<file path="src/rtl/q8_8_pkg.sv">
// q8_8_pkg: shared Q8.8 sign-magnitude constants and types for the add/sub result path.
`default_nettype none

package q8_8_pkg;

  localparam int unsigned Q8_8_MAG_W   = 16;
  localparam int unsigned Q8_8_FRAC_W  = 8;
  localparam logic [Q8_8_MAG_W-1:0] Q8_8_MAG_MAX = 16'hFFFF;

  // Saturated stage output: sign + Q8.8 magnitude.
  typedef struct packed {
    logic                  sign;
    logic [Q8_8_MAG_W-1:0] mag;
  } q8_8_sm_t;

  // Raw add/sub result: sign + Q9.8 magnitude (one extra integer bit).
  typedef struct packed {
    logic                  sign;
    logic [Q8_8_MAG_W:0]   mag;
  } q9_8_sm_t;

endpackage

`default_nettype wire

</file>
<file path="src/rtl/q8_8_skid_buf.sv">
// q8_8_skid_buf: generic 2-entry valid/ready skid buffer (output register + one skid register).
`default_nettype none

module q8_8_skid_buf #(
  parameter int unsigned W = 18
) (
  input  logic         clk,
  input  logic         rst,
  input  logic         in_valid,
  output logic         in_ready,
  input  logic [W-1:0] in_data,
  output logic         out_valid,
  input  logic         out_ready,
  output logic [W-1:0] out_data
);

  logic         r_out_valid;
  logic [W-1:0] r_out_data;
  logic         r_skid_full;
  logic [W-1:0] r_skid_data;
  logic         w_accept;
  logic         w_out_free;

  // in_ready is a flop output, so upstream never sees a combinational path from out_ready.
  assign in_ready   = !r_skid_full;
  assign out_valid  = r_out_valid;
  assign out_data   = r_out_data;
  assign w_accept   = in_valid && !r_skid_full;
  assign w_out_free = !r_out_valid || out_ready;

  always_ff @(posedge clk or posedge rst) begin
    if (rst) begin
      r_out_valid <= 1'b0;
      r_out_data  <= '0;
      r_skid_full <= 1'b0;
      r_skid_data <= '0;
    end else if (w_out_free) begin
      if (r_skid_full) begin
        r_out_valid <= 1'b1;
        r_out_data  <= r_skid_data;
        r_skid_full <= 1'b0;
      end else if (w_accept) begin
        r_out_valid <= 1'b1;
        r_out_data  <= in_data;
      end else begin
        r_out_valid <= 1'b0;
      end
    end else if (w_accept) begin
      r_skid_full <= 1'b1;
      r_skid_data <= in_data;
    end
  end

endmodule

`default_nettype wire

</file>
<file path="src/rtl/q8_8_result_sat_stage.sv">
// q8_8_result_sat_stage: saturates a Q9.8 sign-magnitude add/sub result to Q8.8 behind a skid buffer.
// Optional Q8_8_SAT_STATS_EN adds a saturating sat_count output.
`default_nettype none

module q8_8_result_sat_stage
  import q8_8_pkg::*;
#(
  parameter int unsigned MAG_W = Q8_8_MAG_W,
  parameter int unsigned CNT_W = 16
) (
  input  logic             clk,
  input  logic             rst,
  input  logic             in_valid,
  output logic             in_ready,
  input  logic [MAG_W+1:0] in_result,
  output logic             out_valid,
  input  logic             out_ready,
  output logic [MAG_W:0]   out_data,
  output logic             out_sat,
  output logic             ovf_sticky,
`ifdef Q8_8_SAT_STATS_EN
  output logic [CNT_W-1:0] sat_count,
`endif
  input  logic             clr_flags
);

  logic             w_ovf;
  logic [MAG_W-1:0] w_mag;
  logic             w_sign;
  logic [MAG_W+1:0] w_din;
  logic [MAG_W+1:0] w_dout;
  logic             w_sat_acc;
  logic             r_ovf_sticky;

  assign w_ovf  = in_result[MAG_W];
  assign w_mag  = w_ovf ? {MAG_W{1'b1}} : in_result[MAG_W-1:0];
  // Drop the sign on a zero magnitude so -0 never leaves the stage.
  assign w_sign = in_result[MAG_W+1] && (w_mag != '0);
  assign w_din  = {w_ovf, w_sign, w_mag};

  q8_8_skid_buf #(
    .W (MAG_W + 2)
  ) u_skid (
    .clk       (clk),
    .rst       (rst),
    .in_valid  (in_valid),
    .in_ready  (in_ready),
    .in_data   (w_din),
    .out_valid (out_valid),
    .out_ready (out_ready),
    .out_data  (w_dout)
  );

  assign out_sat    = w_dout[MAG_W+1];
  assign out_data   = w_dout[MAG_W:0];
  assign w_sat_acc  = in_valid && in_ready && w_ovf;
  assign ovf_sticky = r_ovf_sticky;

  always_ff @(posedge clk or posedge rst) begin
    if (rst) begin
      r_ovf_sticky <= 1'b0;
    end else if (w_sat_acc) begin
      r_ovf_sticky <= 1'b1;
    end else if (clr_flags) begin
      r_ovf_sticky <= 1'b0;
    end
  end

`ifdef Q8_8_SAT_STATS_EN
  logic [CNT_W-1:0] r_sat_count;

  assign sat_count = r_sat_count;

  // A clear colliding with a saturated accept counts that accept, leaving 1.
  always_ff @(posedge clk or posedge rst) begin
    if (rst) begin
      r_sat_count <= '0;
    end else if (w_sat_acc) begin
      if (clr_flags) begin
        r_sat_count <= CNT_W'(1);
      end else if (r_sat_count != {CNT_W{1'b1}}) begin
        r_sat_count <= r_sat_count + CNT_W'(1);
      end
    end else if (clr_flags) begin
      r_sat_count <= '0;
    end
  end
`endif

endmodule

`default_nettype wire

</file>
<file path="config.mk">
export PLATFORM = sky130hd
export DESIGN_NAME = q8_8_result_sat_stage
export DESIGN_NICKNAME = d
export VERILOG_FILES = /design/src/rtl/q8_8_pkg.sv /design/src/rtl/q8_8_skid_buf.sv /design/src/rtl/q8_8_result_sat_stage.sv
export SDC_FILE = /design/constraint.sdc
export NUM_CORES = 1
export LEC_CHECK = 0
export ABC_AREA = 1
export ABC_CLOCK_PERIOD_IN_PS = 2800
export CAP_MARGIN = 5
export CORE_MARGIN = 5
export CORE_UTILIZATION = 52
export DETAILED_ROUTE_END_ITERATION = 7
export PLACE_DENSITY = 0.84
export SLEW_MARGIN = 15
export SYNTH_ARGS = -nofsm -noshare
export SYNTH_HDL_FRONTEND = slang
export SYNTH_SLANG_ARGS = --single-unit
</file>
<file path="constraint.sdc">
create_clock -name clk -period 2.8 [get_ports clk]
set_input_delay 0.28 -clock clk [delete_from_list [all_inputs] [get_ports clk]]
set_output_delay 0.28 -clock clk [all_outputs]
set_load 0.005 [all_outputs]
</file>
After elaboration in Yosys (flattened, before gate mapping)
Index checks and enable logic that the tools add are counted.

Register bits after elaboration: 39. Memories: 0. RAM bits: 0. Logic and storage cells: 27. Bits in read-only memories: 0. Bits in latches: 0.

$mul: 0. Reduce and logical (&&, ||, !) cells: 12. Equality and inequality tests: 0. Order comparisons: 0. Mux-type cells: 9. $add $sub $neg: 0. Bitwise operators: 1. Shifts and indexed selects: 0. Div/mod/pow operators: 0.

Operators by type and width (count): $mux 18 (2); $mux 16 (1); $reduce_bool 16->1 (1); $mux 1 (6); $reduce_bool 2->1 (3); $reduce_and 2->1 (2); $logic_and 1x1->1 (3); $logic_not 1->1 (2); $logic_or 1x1->1 (1); $not 1->1 (1).

Depth between registers and ports, before layout
Word-level depth: 5. Depth in mapped cells: 9.

Modules after synthesis
Synthesis repeated with hierarchy kept, for this count alone.

Cell total of the unflattened synthesis: 269. Area, all modules: 1991.9 um^2.

Modules (own cells, without submodules): q8_8_skid_buf (sequential area each 950.9 um^2, instances 1, cells an instance 225, area each 1769.2 um^2); q8_8_result_sat_stage (sequential area each 25.0 um^2, instances 1, cells an instance 44, area each 222.7 um^2).

Worst setup path before layout
Ideal clock, no wire load.

Path kind: reg2reg. Start point: register u_skid.r_skid_full. End point: register u_skid.r_skid_data[8]. Library setup time: 125 ps. Stages on the path, launching flop included: 8. Clock period less this slack: 1126 ps. Arrival time: 1001 ps. Path buffers: 1. Path slack: 1674 ps. Cells stage by stage: dfrtp_1 -> nor2_1 -> inv_2 -> nor2_4 -> inv_2 -> buf_4 -> nand2_1 -> o21ai_1.

Word-level cells in the longest chain between the ends: 3.

Ends and longest elaborated chain: start: declaration (RTL line q8_8_skid_buf.sv:19) `logic r_skid_full;`; start signal: assignment (RTL line q8_8_skid_buf.sv:35) `r_skid_full <= 1'b0;`; start signal: assignment (RTL line q8_8_skid_buf.sv:41) `r_skid_full <= 1'b0;`; start signal: assignment (RTL line q8_8_skid_buf.sv:49) `r_skid_full <= 1'b1;`; $logic_not 1->1 (RTL line q8_8_skid_buf.sv:28) `assign w_accept = in_valid && !r_skid_full;`; $logic_and 1x1->1 (RTL line q8_8_skid_buf.sv:28); $reduce_and 2->1 (no source line); end signal: assignment (RTL line q8_8_skid_buf.sv:50) `r_skid_data <= in_data;`; end: declaration (RTL line q8_8_skid_buf.sv:20) `logic [W-1:0] r_skid_data;`.

Every way passes these cells. A chain may end at the register's enable or synchronous reset.

Worst setup path after layout
Start point: register u_skid.r_skid_full. End point: output in_ready.

Word-level cells in the longest chain between the ends: 1.

Ends and longest elaborated chain: $logic_not 1->1 (RTL line q8_8_skid_buf.sv:25) `assign in_ready = !r_skid_full;`; end: declaration (RTL line q8_8_result_sat_stage.sv:14) `output logic in_ready,`.

Every way passes these cells.

==> flow_summary.yaml <==
detailed_routing:
  ant_nets: 0
  viasPerCell: 5.147
  first_pass_iters: 4
  routed-via-count: 1539
  drt-total-wl_um: 3814
  route.detailed.drc: 0
  drtIter0Drc: 70
  wl_per_cell_um: 12.76
floorplanning:
  core_mm2: 0.003284
  die_area_mm2: 0.004601
  dieWidth_um: 67.83
  die_y_um: 67.83
  row_count: 21
  num_io_pins: 44
  initial_core_util: 0.5295
sta:
  min_period_ns: 1.929
  tightest_slew_ns: 0.6727
  skew_ns: 0.005649
  rsz0062_at_grt: "no"
  min_period_over_period: 0.6890
  setup-violations-final: 0
  setup_tns_ns: 0
  hold_viol_final: 0
  final_max_slew_viol_count: 0
  fmax_mhz: 518.4
  max_slew_margin: 0.5501
critical_path:
  path_max_fanout: 12
  critPathKind: "flop to output port"
  reg2regPathDepth: 6
  cp.depth: 2
  worstPathRequired_ns: 2.52
  cp_top_family: "buffers and inverters"
  r2r_start: "u_skid.r_skid_full$_DFFE_PP0P_"
  worstPathCellList: "inv_2 -> clkdlybuf4s50_1"
  max_stage_delay_ns: 0.56
  r2r_setup_slack_ns: 1.06
  cp.buffers_inverters: 2
  startpoint: "u_skid.r_skid_full$_DFFE_PP0P_"
  worstPathArrival_ns: 1.65
  reg2reg_to: "u_skid.out_data[11]$_DFFE_PP0P_"
  slowest_stage: "dfrtp_1"
  critical_path.endpoint: "in_ready"
  critPathLaunchType: "flop"
  end_kind: "output port"
final_layout:
  fill_cells: 282
  drive_gt1_frac: 0.07510
  fin_util: 0.6785
  syn2layout_area_growth_pct: 28.13
  diodes: 0
  nets: 275
  regArea_um2: 975.9
  fin_area_mm2: 0.002228
  multiInputGateArea_um2: 655.6
global_route:
  grt_pass1_vias: 1503
  gr-usage-all-layers: 0.1950
  grt_antenna_before_repair: 0
  gr-total-overflow: 0
  grt_pass1_wl_um: 6534
  grt_start_max_net_pins: 40
power:
  cellPowerDensity_mw_per_mm2: 652.3
  ir_drop_mv: 0.4250
  p_leak_nw: 1.029
yosys:
  synth_compound_area_frac: 0.1482
  yosysUniqueCellTypes: 21
  synth-xor-area-share: 0
  postSynthCellCount: 210
  yosys-top-cells-count: "53 x nand2_1, 40 x nor2_1, 39 x dfrtp_1, 30 x o21ai_1, 14 x a21oi_1"
  synth_area_mm2: 0.001739
  synthMuxAreaShare: 0
  synth_top_area_frac: 0.5612
  synth_fa_ha_area_frac: 0
  synth_warnings: 0
  synth_top_area_cell: "dfrtp_1"
  synth_most_common_cell: "nand2_1"
  syn_area_per_cell_um2: 8.282
  ys_ff_latch: 39
  synth_edf_count: 0
  yosysSeqAreaShare: 0.5612
  syn_nets: 233
  async_flop_share: 1.000
  yosys.area_share.simple: 0.2288
  synthTopCellsByArea: "dfrtp_1 56%, nand2_1 11%, nor2_1 8.6%"
  synth_top_family_by_area: "simple AND/OR/NAND/NOR gates"
  ys.flop_type: "dfrtp_1"
clocking:
  cts_buffers: 5
  clkTransAtPathRegs_ns: 0.11
  cts_resized: 0
  clockBufferDepth: 2
  clock_latency_ns: 0.35
  h-tree-depth: 2
  cts_tree: "yes"
  post_cts_buffers: 0
  cts_hold_buf: 0
  root_buffer: "clkbuf_4"
  clock-sinks: 39
placed_design:
  gp_congestion: 0.8176
  port_buffers: 43
  dp_hpwl_um: 2730
  place_area_mm2: 0.002176
flow_run:
  max_cap_violations: 0
run_status:
  outcome: "complete, no violations"
worst_hold_path:
  hold_path_class: "primary input to async pin"
==> layout make-up <==
| type | instances | area share |
|---|---|---|
| multi-input combinational | 151 | 0.2942 |
| timing repair buffer | 46 | 0.2033 |
| clock inverter | 3 | 0.006738 |
| sequential | 39 | 0.4380 |
| tap | 46 | 0.02583 |
| clock buffer | 5 | 0.01684 |
| inverter | 9 | 0.01516 |
==> state kept, by name, summed over array words and instances (netlist names) <==
name and flops:
ovf_sticky 1, u_skid.out_data 18, u_skid.out_valid 1, u_skid.r_skid_data 18, u_skid.r_skid_full 1
==> kinds of logic (layout without fill, tap and decap cells) <==
kind of cell,Yosys count,after routing
DFF,39,39
AOI/OAI and AO/OA,51,51
buffers and inverters,20,63
and+or+nand+nor,100,100
==> how the worst min path moves through the flow <==
| stage | cells after the start | to |
|---|---|---|
| after floorplan | 1 | ovf_sticky$_DFFE_PP0P_ |
| final | 3 | u_skid.out_valid$_DFFE_PP0N_ |
| after detailed placement | 2 | u_skid.r_skid_data[14]$_DFFE_PP0P_ |
| after CTS | 3 | u_skid.out_valid$_DFFE_PP0N_ |
| after global placement | 2 | u_skid.r_skid_data[14]$_DFFE_PP0P_ |
| after global routing | 3 | u_skid.out_valid$_DFFE_PP0N_ |
==> metrics by stage <==
| stage | instances | hold WS [ns] | setup WS [ns] | total power, mW |
|---|---|---|---|---|
| after floorplan | 210 | 0.3886 | 1.631 | 0.9801 |
| after CTS | 299 | 0.3351 | 0.8526 | 1.470 |
| after global placement | 291 | 0.4534 | 0.8564 | 1.175 |
| after global routing | 299 | 0.3744 | 0.7800 | 1.566 |
| after detailed placement | 291 | 0.4679 | 0.8227 | 1.194 |
| final | 299 | 0.3354 | 0.8709 | 1.454 |
==> power breakdown <==
| part | leakage (nW) | internal (mW) | total [mW] | switching, mW |
|---|---|---|---|---|
| sequential | 0.465 | 0.700 | 0.777 | 0.0775 |
| clock | 0.0347 | 0.0935 | 0.276 | 0.182 |
| combinational | 0.529 | 0.220 | 0.401 | 0.181 |
==> placed cells by master (no fill, tap or decap), types with 3 or more instances in the layout <==
cell,count
clkdlybuf4s50_1,43
o21ai_1,30
nor2_1,40
a21oi_1,14
clkinv_2,3
clkbuf_4,5
nand2_1,53
o21ai_0,5
inv_1,5
inv_2,4
dfrtp_1,39
buf_4,3
==> worst register-to-register path: stages (launching register included) <==
cell and delay, ns:
dfrtp_1 0.56, inv_2 0.22, nand2_1 0.07, nand2_1 0.33
buf_4 0.33, nand2_1 0.09, o21ai_1 0.08
==> routing by layer <==
layer | up-vias | GRT usage | routed length, µm
met5 | - | 0 | 0
met4 | 0 | 0.07940 | 74
met3 | 5 | 0.06076 | 264
met2 | 46 | 0.3341 | 1849
met1 | 732 | 0.2263 | 1625
li1 | 756 | - | -
Power figures use the tool's default switching activity.
